`config.mk`:
```
export PLATFORM = sky130hd
export DESIGN_NAME = prog_memory
export DESIGN_NICKNAME = d
export VERILOG_FILES = /design/src/rtl/prog_memory.sv
export SDC_FILE = /design/constraint.sdc
export NUM_CORES = 1
export LEC_CHECK = 0
export CAP_MARGIN = 5
export CORE_MARGIN = 2
export CORE_UTILIZATION = 62
export DETAILED_ROUTE_END_ITERATION = 8
export PLACE_DENSITY = 0.95
export SETUP_SLACK_MARGIN = 0.1
export SYNTH_ARGS = -nofsm -noshare
export SYNTH_HDL_FRONTEND = slang
export SYNTH_SLANG_ARGS = --single-unit
```
`constraint.sdc`:
```
create_clock -name clk -period 6.9 [get_ports clk]
set_clock_uncertainty 0.05 [all_clocks]
set_input_delay 1.38 -clock clk [delete_from_list [all_inputs] [get_ports clk]]
set_output_delay 1.38 -clock clk [all_outputs]
set_load 0.01 [all_outputs]
```
`src/rtl/prog_memory.sv`:
```
// ---------------------------------------------------------------------------
// prog_memory
//
// Field-loadable instruction memory for the single-cycle board processor.
// Holds 2**ADDR_W words of DATA_W bits with a registered read port and an
// external (switch) override. A small load FSM (IDLE / LOAD / DONE) writes a
// new program word by word from the board switches without re-synthesis.
//
// Optional feature macro: PROG_MEM_BOOTIMG_EN
//   defined     -> with DATA_W = 12 and ADDR_W >= 3, words 0..7 reset to the
//                  demo boot program; every other word resets to FILL
//   not defined -> every word resets to FILL
//
// Ports:
//   clk       in   system clock, rising edge
//   rst       in   asynchronous, active-high reset
//   rd_en     in   read request for rd_addr (honoured in IDLE only)
//   rd_addr   in   read address
//   ext_sel   in   1 = return ext_data instead of memory contents
//   ext_data  in   externally supplied instruction word
//   rd_data   out  registered read data
//   rd_valid  out  rd_data updated this cycle
//   ld_start  in   pulse: begin (or restart) a program load at word 0
//   ld_we     in   pulse: write ld_data at the load pointer
//   ld_data   in   word to load
//   ld_busy   out  load in progress
//   ld_done   out  one-cycle pulse after the final word is written
//   ld_ptr    out  next word to be written
// ---------------------------------------------------------------------------
module prog_memory #(
  parameter int                DATA_W = 12,
  parameter int                ADDR_W = 3,
  parameter logic [DATA_W-1:0] FILL   = '1
) (
  input  logic              clk,
  input  logic              rst,
  input  logic              rd_en,
  input  logic [ADDR_W-1:0] rd_addr,
  input  logic              ext_sel,
  input  logic [DATA_W-1:0] ext_data,
  output logic [DATA_W-1:0] rd_data,
  output logic              rd_valid,
  input  logic              ld_start,
  input  logic              ld_we,
  input  logic [DATA_W-1:0] ld_data,
  output logic              ld_busy,
  output logic              ld_done,
  output logic [ADDR_W-1:0] ld_ptr
);

  localparam int DEPTH = 2 ** ADDR_W;

  typedef enum logic [1:0] {
    IDLE = 2'd0,
    LOAD = 2'd1,
    DONE = 2'd2
  } state_e;

  state_e            state_q, state_d;
  logic [ADDR_W-1:0] ld_ptr_q, ld_ptr_d;
  logic [DATA_W-1:0] rd_data_q, rd_data_d;
  logic              rd_valid_q, rd_valid_d;
  logic [DATA_W-1:0] mem_q [DEPTH];
  logic [DATA_W-1:0] mem_d [DEPTH];

  // Reset value of word idx. The boot program only makes sense for the
  // original 12-bit instruction set, so other widths fall back to FILL.
  function automatic logic [DATA_W-1:0] boot_word(input int idx);
    logic [DATA_W-1:0] w;
    w = FILL;
`ifdef PROG_MEM_BOOTIMG_EN
    if (DATA_W == 12 && ADDR_W >= 3) begin
      case (idx)
        0:       w = DATA_W'(12'h012);
        1:       w = DATA_W'(12'h214);
        2:       w = DATA_W'(12'h4C1);
        3:       w = DATA_W'(12'h681);
        4:       w = DATA_W'(12'h904);
        5:       w = DATA_W'(12'hB04);
        6:       w = DATA_W'(12'hC07);
        7:       w = DATA_W'(12'hFFF);
        default: w = FILL;
      endcase
    end
`endif
    return w;
  endfunction

  // State, pointer, read port and memory registers. Reset restores the boot
  // image, which also discards any partially loaded program.
  always_ff @(posedge clk or posedge rst) begin
    if (rst) begin
      state_q    <= IDLE;
      ld_ptr_q   <= '0;
      rd_data_q  <= '0;
      rd_valid_q <= 1'b0;
      for (int i = 0; i < DEPTH; i++) begin
        mem_q[i] <= boot_word(i);
      end
    end else begin
      state_q    <= state_d;
      ld_ptr_q   <= ld_ptr_d;
      rd_data_q  <= rd_data_d;
      rd_valid_q <= rd_valid_d;
      for (int i = 0; i < DEPTH; i++) begin
        mem_q[i] <= mem_d[i];
      end
    end
  end

  // Load FSM next state and memory writes. A restart (ld_start in LOAD)
  // takes priority over ld_we, so that cycle never writes.
  always_comb begin
    state_d  = state_q;
    ld_ptr_d = ld_ptr_q;
    for (int i = 0; i < DEPTH; i++) begin
      mem_d[i] = mem_q[i];
    end
    case (state_q)
      IDLE: begin
        if (ld_start) begin
          state_d  = LOAD;
          ld_ptr_d = '0;
        end
      end
      LOAD: begin
        if (ld_start) begin
          ld_ptr_d = '0;
        end else if (ld_we) begin
          mem_d[ld_ptr_q] = ld_data;
          if (ld_ptr_q == ADDR_W'(DEPTH - 1)) begin
            ld_ptr_d = '0;
            state_d  = DONE;
          end else begin
            ld_ptr_d = ld_ptr_q + 1'b1;
          end
        end
      end
      DONE: begin
        state_d = IDLE;
      end
      default: begin
        state_d = IDLE;
      end
    endcase
  end

  // Read port: only IDLE accepts requests; otherwise the data holds and
  // rd_valid drops so the control FSM sees no fresh instruction.
  always_comb begin
    rd_data_d  = rd_data_q;
    rd_valid_d = 1'b0;
    if (state_q == IDLE && rd_en) begin
      rd_data_d  = ext_sel ? ext_data : mem_q[rd_addr];
      rd_valid_d = 1'b1;
    end
  end

  // Outputs are pure decodes of registers.
  always_comb begin
    rd_data  = rd_data_q;
    rd_valid = rd_valid_q;
    ld_ptr   = ld_ptr_q;
    ld_busy  = (state_q == LOAD);
    ld_done  = (state_q == DONE);
  end

endmodule

```
==> results of run 1 <==
-- layout make-up --
class,count,area (um2)
clock buffer,29,529
timing repair buffer,53,518
multi-input combinational,239,2470
clock inverter,3,17.5
sequential,114,2970
inverter,1,6.26
fill,489,2120
tap,108,135
-- power breakdown --
| part | leakage, nW | total, W | internal [W] | switching [W] |
|---|---|---|---|---|
| Sequential | 1.22 | 0.000884 | 0.000826 | 0.0000584 |
| Combinational | 1.29 | 0.000267 | 0.000157 | 0.000110 |
| Clock | 0.269 | 0.000792 | 0.000507 | 0.000285 |
| Total | 2.78 | 0.00194 | 0.00149 | 0.000454 |
-- per-stage QoR --
step | worst slack, ns | total power (W) | util, % | instances | instance area, um2
floorplan | 2.61 | 0.00105 | - | 377 | 5610
global placement | 3.08 | 0.00113 | 69.6 | 515 | 6100
detailed placement | 2.94 | 0.00115 | 69.6 | 515 | 6100
CTS | 3.32 | 0.00194 | 75.8 | 547 | 6650
global route | 3.12 | 0.00201 | 75.8 | 547 | 6650
finish | 3.27 | 0.00194 | 75.8 | 547 | 6650
-- cell usage in the layout (no fill, tap or decap), types with 3 or more instances in the layout --
| cell type | n |
|---|---|
| buf_4 | 3 |
| mux2_4 | 30 |
| nand2b_1 | 9 |
| a31oi_1 | 7 |
| o31ai_1 | 5 |
| o21ai_0 | 5 |
| mux2i_1 | 40 |
| a211oi_1 | 5 |
| clkdlybuf4s50_1 | 49 |
| mux2_2 | 81 |
| and2_1 | 6 |
| a22o_1 | 3 |
| nor2_1 | 3 |
| clkbuf_1 | 5 |
| o22ai_1 | 5 |
| clkbuf_8 | 8 |
| clkbuf_16 | 16 |
| dfrtp_1 | 18 |
| nor2b_1 | 6 |
| o22a_1 | 14 |
| dfstp_2 | 96 |
-- final timing paths --
kind	slack [ns]	startpoint	cells past startpoint	to
worst max-delay path	3.27	ext_sel	4	rd_data[1]$_DFFE_PP0P_
worst min-delay path	0.48	rd_data[11]$_DFFE_PP0P_	2	rd_data[11]$_DFFE_PP0P_
worst max register to register	4.40	state_q[1]$_DFFE_PP0P_	3	rd_data[1]$_DFFE_PP0P_
worst min register to register	0.48	rd_data[11]$_DFFE_PP0P_	2	rd_data[11]$_DFFE_PP0P_
max in group asynchronous	4.38	rst	3	rd_data[7]$_DFFE_PP0P_
min in group asynchronous	1.25	rst	2	rd_data[5]$_DFFE_PP0P_
-- flip-flops by register name (all words and copies together), names as in the netlist --
name	cells
rd_data	12
mem_q	96
ld_ptr	3
rd_valid	1
state_q	2
-- worst max-delay path, cell delays in order --
cell             delay, ns
clkdlybuf4s50_1       0.71
nor4b_2               1.20
o21ai_0               0.35
o31ai_1               0.35
-- kinds of logic after synthesis --
family	synth area share, %
flops	53.0
compound gates	5.95
buf+inv	3.19
simple gates	6.02
mux	31.4
fa+ha+maj	0.446
-- routing by layer --
| layer | vias to the layer above | track usage (%) | share of wire (%) |
|---|---|---|---|
| met1 | 1772 | 34.6 | 40 |
| met2 | 107 | 45.7 | 52 |
| met5 | - | 0 | 0 |
| met4 | 0 | 11.9 | 2.0 |
| met3 | 18 | 6.89 | 6.2 |
| li1 | 1490 | - | - |
==> flow_metrics.tcl, run 1 <==
set metrics [dict create \
    async_reset_ff_share_pct 100 \
    p_per_area_nw_per_um2 292 \
    post-dp-hpwl_mm 7.28 \
    synth.most_common_cell "dfstp_2" \
    cts_tree "built" \
    fin_nets 461 \
    first_pass_iters 4 \
    critPathMaxFanout 13 \
    yosysWarnings 0 \
    vias_per_cell 6.19 \
    cts_buffers 17 \
    ios 51 \
    hold_path.class "flop to flop" \
    leakage_nw 2.78 \
    post_cts_buffers 0 \
    synth_fp_nets 412 \
    diodes 0 \
    synthCells 377 \
    fin_tns_setup_ns 0 \
    clk_pin_slew_ns 0.05 \
    ys_top_cells_by_area "dfstp_2 (45%), mux2_2 (16%), dfrtp_1 (8.0%)" \
    crit_path_start_kind "input port" \
    min_period_over_period_pct 52.7 \
    via_count 3387 \
    syn2layout_area_growth_pct 18.4 \
    seq_area_frac_synth_pct 53.0 \
    cts_sinks 114 \
    clk-insertion-delay-late_ns 0.53 \
    grt_max_degree 61 \
    antenna_found_initial 0 \
    die_w_um 99.1 \
    cts_buffer_depth 2 \
    final_max_slew_viol_count 0 \
    cap_viol_max_count 0 \
    cts_root_buf "clkbuf_8" \
    critPathKind "input port to flop" \
    outcome "complete, no violations" \
    synth_cell_type_count 36 \
    grt.overflow.total 0 \
    routedWlPerCell_um 23.2 \
    slew_headroom_pct 10.7 \
    dieArea_um2 9830 \
    grt_pass1_wl_mm 20.5 \
    htreeDepth 4 \
    period_needed_ns 3.63 \
    synth_top_area_cell "dfstp_2" \
    ant_nets 0 \
    start_util_pct 64.0 \
    rsz0062_at_grt "no" \
    drt_iter0_markers 158 \
    tightest_slew_ns 1.34 \
    gp_congestion 0.754 \
    yosys.area.top_type_share_pct 44.9 \
    grt_pass1_vias 3759 \
    critPathRequiredTime_ns 7.27 \
    fmaxAchievable_mhz 275 \
    hold_ws_ns 0.485 \
    vdd_drop_max_v 0.000178 \
    synth_ff_type "dfstp_2" \
    drc 0 \
    cts_resized 0 \
    worstPathArrival_ns 4.00 \
    netlist_area_um2 5610 \
    fp.coreArea_um2 8760 \
    wl_mm 12.7 \
    synth_edf_count 0 \
    ys_ff_latch 114 \
    synth.top_cells.by_count "dfstp_2 (96), mux2_2 (81), mux2i_1 (40), mux2_4 (30), dfrtp_1 (18)" \
    finalSetupViolCount 0 \
    num_rows 34 \
    die_y_um 99.1 \
    io_buffers 50 \
    cts_hold_buf 0 \
    drive_above_1_share_pct 57.2 \
    hold_viol_final 0 \
    end_kind "flop" \
    track_usage_pct 27.6 \
    syn_area_per_cell_um2 14.9 \
]
Note: power is estimated with default switching activity, not from simulation.
==> run 2: changes to the inputs <==
--- a/config.mk
+++ b/config.mk
@@ -7,9 +7,9 @@
 export LEC_CHECK = 0
 export CAP_MARGIN = 5
 export CORE_MARGIN = 2
-export CORE_UTILIZATION = 62
+export CORE_UTILIZATION = 58
 export DETAILED_ROUTE_END_ITERATION = 8
-export PLACE_DENSITY = 0.95
+export PLACE_DENSITY = 0.91
 export SETUP_SLACK_MARGIN = 0.1
 export SYNTH_ARGS = -nofsm -noshare
 export SYNTH_HDL_FRONTEND = slang
==> constraint.sdc (replaced) <==
create_clock -name clk -period 3.8 [get_ports clk]
set_clock_uncertainty 0.05 [all_clocks]
set_input_delay 0.76 -clock clk [delete_from_list [all_inputs] [get_ports clk]]
set_output_delay 0.76 -clock clk [all_outputs]
set_load 0.01 [all_outputs]
==> flow_metrics.tcl, run 2 (same netlist as run 1, synthesis figures left out) <==
set metrics [dict create \
    cp_cell_sequence "clkdlybuf4s50_1" \
    reg2regPathDepth 3 \
    tightest_slew_ns 1.07 \
    cap_viol_max_count 0 \
    track_usage_pct 25.9 \
    gp_congestion 0.778 \
    ios 51 \
    grt_pass1_vias 3673 \
    fin_tns_setup_ns 0 \
    p_comb_share_pct 13.6 \
    drt_iter0_markers 131 \
    end_kind "output port" \
    wl_mm 12.6 \
    final_max_slew_viol_count 0 \
    die_w_um 102 \
    num_rows 35 \
    cts_resized 0 \
    antenna_found_initial 0 \
    vias_per_cell 5.97 \
    post-dp-hpwl_mm 7.18 \
    min_from "rd_data[9]$_DFFE_PP0P_" \
    drc 0 \
    via_count 3404 \
    grt_max_degree 61 \
    fp.coreArea_um2 9330 \
    first_pass_iters 4 \
    fmaxAchievable_mhz 378 \
    worstPathArrival_ns 1.83 \
    cpLargestDelayFamily "flip-flops" \
    hold_path_depth 2 \
    cts_buffer_depth 2 \
    start_util_pct 60.2 \
    rsz0062_at_grt "no" \
    worst_hold_path.endpoint "rd_data[9]$_DFFE_PP0P_" \
    dieArea_um2 10500 \
    cts_root_buf "clkbuf_8" \
    diodes 0 \
    timing.rr.end "mem_q[18]$_DFFE_PP1P_" \
    cts_hold_buf 0 \
    ant_nets 0 \
    post_cts_buffers 0 \
    syn2layout_area_growth_pct 19.8 \
    min_period_over_period_pct 69.6 \
    period_needed_ns 2.64 \
    fin_nets 465 \
    hold_path.class "flop to flop" \
    p_switching_w 0.000809 \
    slowest_delay_ns 0.69 \
    critPathMaxFanout 12 \
    final_common_cell "dfstp_2" \
    grt_pass1_wl_mm 20.0 \
    intPower_w 0.00274 \
    power_frac_clock_pct 41.4 \
    hold_viol_final 0 \
    worstReg2RegStart "state_q[1]$_DFFE_PP0P_" \
    p_sw_share_pct 22.8 \
    outcome "complete, no violations" \
    cts_sinks 114 \
    cp_num_buf_inv 1 \
    crit_path_start_kind "flop" \
    clk-insertion-delay-late_ns 0.50 \
    regMostFlops "mem_q" \
    grt.overflow.total 0 \
    vdd_drop_max_v 0.000259 \
    cts_tree "built" \
    pwr-share-seq_pct 45.0 \
    cts_buffers 17 \
    drive_above_1_share_pct 58.0 \
    critPathRequiredTime_ns 2.99 \
    htreeDepth 4 \
    largest_reg_flops 96 \
    layout.cells.most_common_list "dfstp_2 (96), mux2_2 (81), clkdlybuf4s50_1 (49), mux2i_1 (40), mux2_4 (30)" \
    r2r_slack_ns 1.61 \
    finalSetupViolCount 0 \
    critPathKind "flop to output port" \
    critPathSlowestCell "dfrtp_1" \
    power_w 0.00355 \
    routedWlPerCell_um 22.1 \
    die_y_um 102 \
    clk_pin_slew_ns 0.05 \
    p_per_area_nw_per_um2 529 \
    io_buffers 50 \
    slew_headroom_pct 28.4 \
    leakage_nw 2.82 \
]
==> run 2: worst max-delay path by stage <==
stage                     startpoint               endpoint  slack, ns  depth (start not counted)
3_3_place_gp                ld_start  mem_q[13]$_DFFE_PP1P_       0.95                          4
6_report       ld_ptr[0]$_DFFE_PP0P_              ld_ptr[0]       1.16                          1
2_1_floorplan                    rst  ld_ptr[0]$_DFFE_PP0P_       0.13                          1
4_1_cts        ld_ptr[0]$_DFFE_PP0P_              ld_ptr[0]       1.15                          1
3_5_place_dp                ld_start  mem_q[22]$_DFFE_PP1P_       0.88                          4
5_1_grt        ld_ptr[0]$_DFFE_PP0P_              ld_ptr[0]       1.10                          1
==> run 2: final cells by class <==
cell class              count  area, um2
clock inverters             5       50.0
clock buffers              25        504
repair buffers             57        561
multi-input cells         239       2470
flip-flops and latches    114       2970
fillers                   575       2610
well taps                 129        161
inverters                   1       6.26
==> run 2: stage by stage <==
stage | util, % | setup slack, ns | std cells | hold WS [ns] | area, um2
floorplan | - | 0.133 | 377 | 0.449 | 5610
finish | 72.1 | 1.16 | 570 | 0.455 | 6720
global route | 72.1 | 1.10 | 570 | 0.484 | 6720
CTS | 72.1 | 1.15 | 570 | 0.456 | 6720
global placement | 66.1 | 0.946 | 540 | 0.432 | 6170
detailed placement | 66.1 | 0.881 | 540 | 0.444 | 6170
==> run 2: power groups by stage <==
stage	logic [W]	clock network [W]	registers, W
after detailed placement	0.000475	0	0.00161
after global placement	0.000456	0	0.00159
after CTS	0.000485	0.00149	0.00160
after global routing	0.000521	0.00154	0.00162
final	0.000483	0.00147	0.00160
after floorplan	0.000329	0	0.00158
==> run 2: routing by layer <==
layer	up-vias	global-route usage, %	routed length, um
met5	-	0	0
met4	0	11.6	328
met3	26	4.72	380
met2	82	42.8	6300
met1	1783	33.7	5610
li1	1513	-	-
==> run 3: changes to the inputs <==
==> constraint.sdc (replaced) <==
create_clock -name clk -period 2.6 [get_ports clk]
set_clock_uncertainty 0.05 [all_clocks]
set_input_delay 0.52 -clock clk [delete_from_list [all_inputs] [get_ports clk]]
set_output_delay 0.52 -clock clk [all_outputs]
set_load 0.01 [all_outputs]
==> flow_metrics.tcl, run 3 (same netlist as run 1, synthesis figures left out) <==
set metrics [dict create \
    outcome "complete, no violations" \
    cts_tree "built" \
    cp_num_buf_inv 1 \
    via_count 3484 \
    slowest_delay_ns 0.68 \
    power_w 0.00530 \
    ant_nets 0 \
    regMostFlops "mem_q" \
    ios 51 \
    clk_pin_slew_ns 0.06 \
    cap_viol_max_count 0 \
    io_buffers 50 \
    final_max_slew_viol_count 0 \
    period_needed_ns 2.41 \
    fin_tns_setup_ns 0 \
    gp_congestion 0.775 \
    p_per_area_nw_per_um2 776 \
    critPathSlowestCell "dfrtp_1" \
    hold_path.class "input port to asynchronous set/reset pin" \
    post_cts_buffers 0 \
    diodes 0 \
    dieArea_um2 10500 \
    power_frac_clock_pct 42.1 \
    finalSetupViolCount 0 \
    cts_buffers 17 \
    die_y_um 102 \
    track_usage_pct 27.2 \
    leakage_nw 2.87 \
    timing.rr.end "mem_q[44]$_DFFE_PP1P_" \
    wl_mm 13.0 \
    p_switching_w 0.00122 \
    grt.overflow.total 0 \
    cts_resized 0 \
    antenna_found_initial 0 \
    crit_path_start_kind "flop" \
    routedWlPerCell_um 22.3 \
    drt_iter0_markers 239 \
    fp.coreArea_um2 9330 \
    drive_above_1_share_pct 58.4 \
    r2r_slack_ns 0.63 \
    hold_viol_final 0 \
    drc 0 \
    slew_headroom_pct 59.8 \
    cts_hold_buf 0 \
    reg2regPathDepth 3 \
    end_kind "output port" \
    htreeDepth 4 \
    num_rows 35 \
    cts_sinks 114 \
    largest_reg_flops 96 \
    min_period_over_period_pct 92.8 \
    grt_max_degree 50 \
    syn2layout_area_growth_pct 21.7 \
    vias_per_cell 6.00 \
    tightest_slew_ns 0.602 \
    cpLargestDelayFamily "flip-flops" \
    cp_cell_sequence "clkdlybuf4s50_1" \
    rsz0062_at_grt "no" \
    fmaxAchievable_mhz 415 \
    fin_nets 474 \
    fill_cells 537 \
    critPathRequiredTime_ns 2.03 \
    final_common_cell "dfstp_2" \
    die_w_um 102 \
    critPathMaxFanout 12 \
    worstReg2RegStart "state_q[1]$_DFFE_PP0P_" \
    cts_root_buf "clkbuf_8" \
    clk-insertion-delay-late_ns 0.52 \
    pwr-share-seq_pct 44.2 \
    p_sw_share_pct 23.0 \
    cts_buffer_depth 2 \
    start_util_pct 60.2 \
    first_pass_iters 4 \
    grt_pass1_wl_mm 20.7 \
    critPathKind "flop to output port" \
    vdd_drop_max_v 0.000423 \
    intPower_w 0.00408 \
    p_comb_share_pct 13.6 \
    post-dp-hpwl_mm 7.97 \
    layout.cells.most_common_list "dfstp_2 (96), mux2_2 (81), clkdlybuf4s50_1 (49), mux2i_1 (40), mux2_4 (30)" \
    worstPathArrival_ns 1.84 \
    grt_pass1_vias 3794 \
]
-- run 3: cell types whose count changed in the layout (fill, tap and decap cells not counted), sizes merged --
cell,before,now
buf,8,17
bufinv,1,2
clkbuf,25,26
clkinvlp,0,1
inv,1,0
-- run 3: power groups by stage --
stage	combinational, W	clock (W)	sequential, W
final	0.000722	0.00223	0.00234
after CTS	0.000727	0.00224	0.00234
after detailed placement	0.000713	0	0.00235
after global routing	0.000776	0.00232	0.00237
after global placement	0.000678	0	0.00233
after floorplan	0.000481	0	0.00232
-- run 3: layer usage --
layer / vias up / part of all wire (%) / GRT usage [%]
met3: 29 / 4.2 / 6.43
met5: - / 0 / 0
li1: 1532 / - / -
met1: 1827 / 42 / 33.7
met2: 96 / 51 / 46.3
met4: 0 / 2.4 / 10.6
-- run 3: area by class of cell --
cell class / instances / area, um2 / area share (%)
Inverter: 1 / 7.51 / 0.110
Sequential cell: 114 / 2970 / 43.5
Timing Repair Buffer: 66 / 653 / 9.56
Clock buffer: 26 / 488 / 7.15
Tap cell: 129 / 161 / 2.36
Multi-Input combinational cell: 239 / 2470 / 36.1
Clock inverter: 6 / 80.1 / 1.17
-- run 3: per-stage QoR --
stage / utilization, % / setup WS [ns] / hold WS (ns) / instance area, um2 / std cells
finish: 73.2 / 0.188 / 0.309 / 6830 / 581
global route: 73.2 / 0.141 / 0.354 / 6830 / 581
CTS: 73.2 / 0.184 / 0.301 / 6830 / 581
detailed placement: 67.1 / 0.104 / 0.438 / 6260 / 549
global placement: 67.1 / 0.156 / 0.431 / 6260 / 549
floorplan: - / 0.723 / 0.449 / 5620 / 377
-- run 3: how the worst max path moves through the flow --
stage	cells past startpoint	start	endpoint
floorplan	1	rst	ld_ptr[0]$_DFFE_PP0P_
global placement	4	ld_start	mem_q[37]$_DFFE_PP1P_
detailed placement	4	ld_start	mem_q[47]$_DFFE_PP1P_
CTS	1	ld_ptr[0]$_DFFE_PP0P_	ld_ptr[0]
global route	1	ld_ptr[0]$_DFFE_PP0P_	ld_ptr[0]
finish	1	ld_ptr[0]$_DFFE_PP0P_	ld_ptr[0]
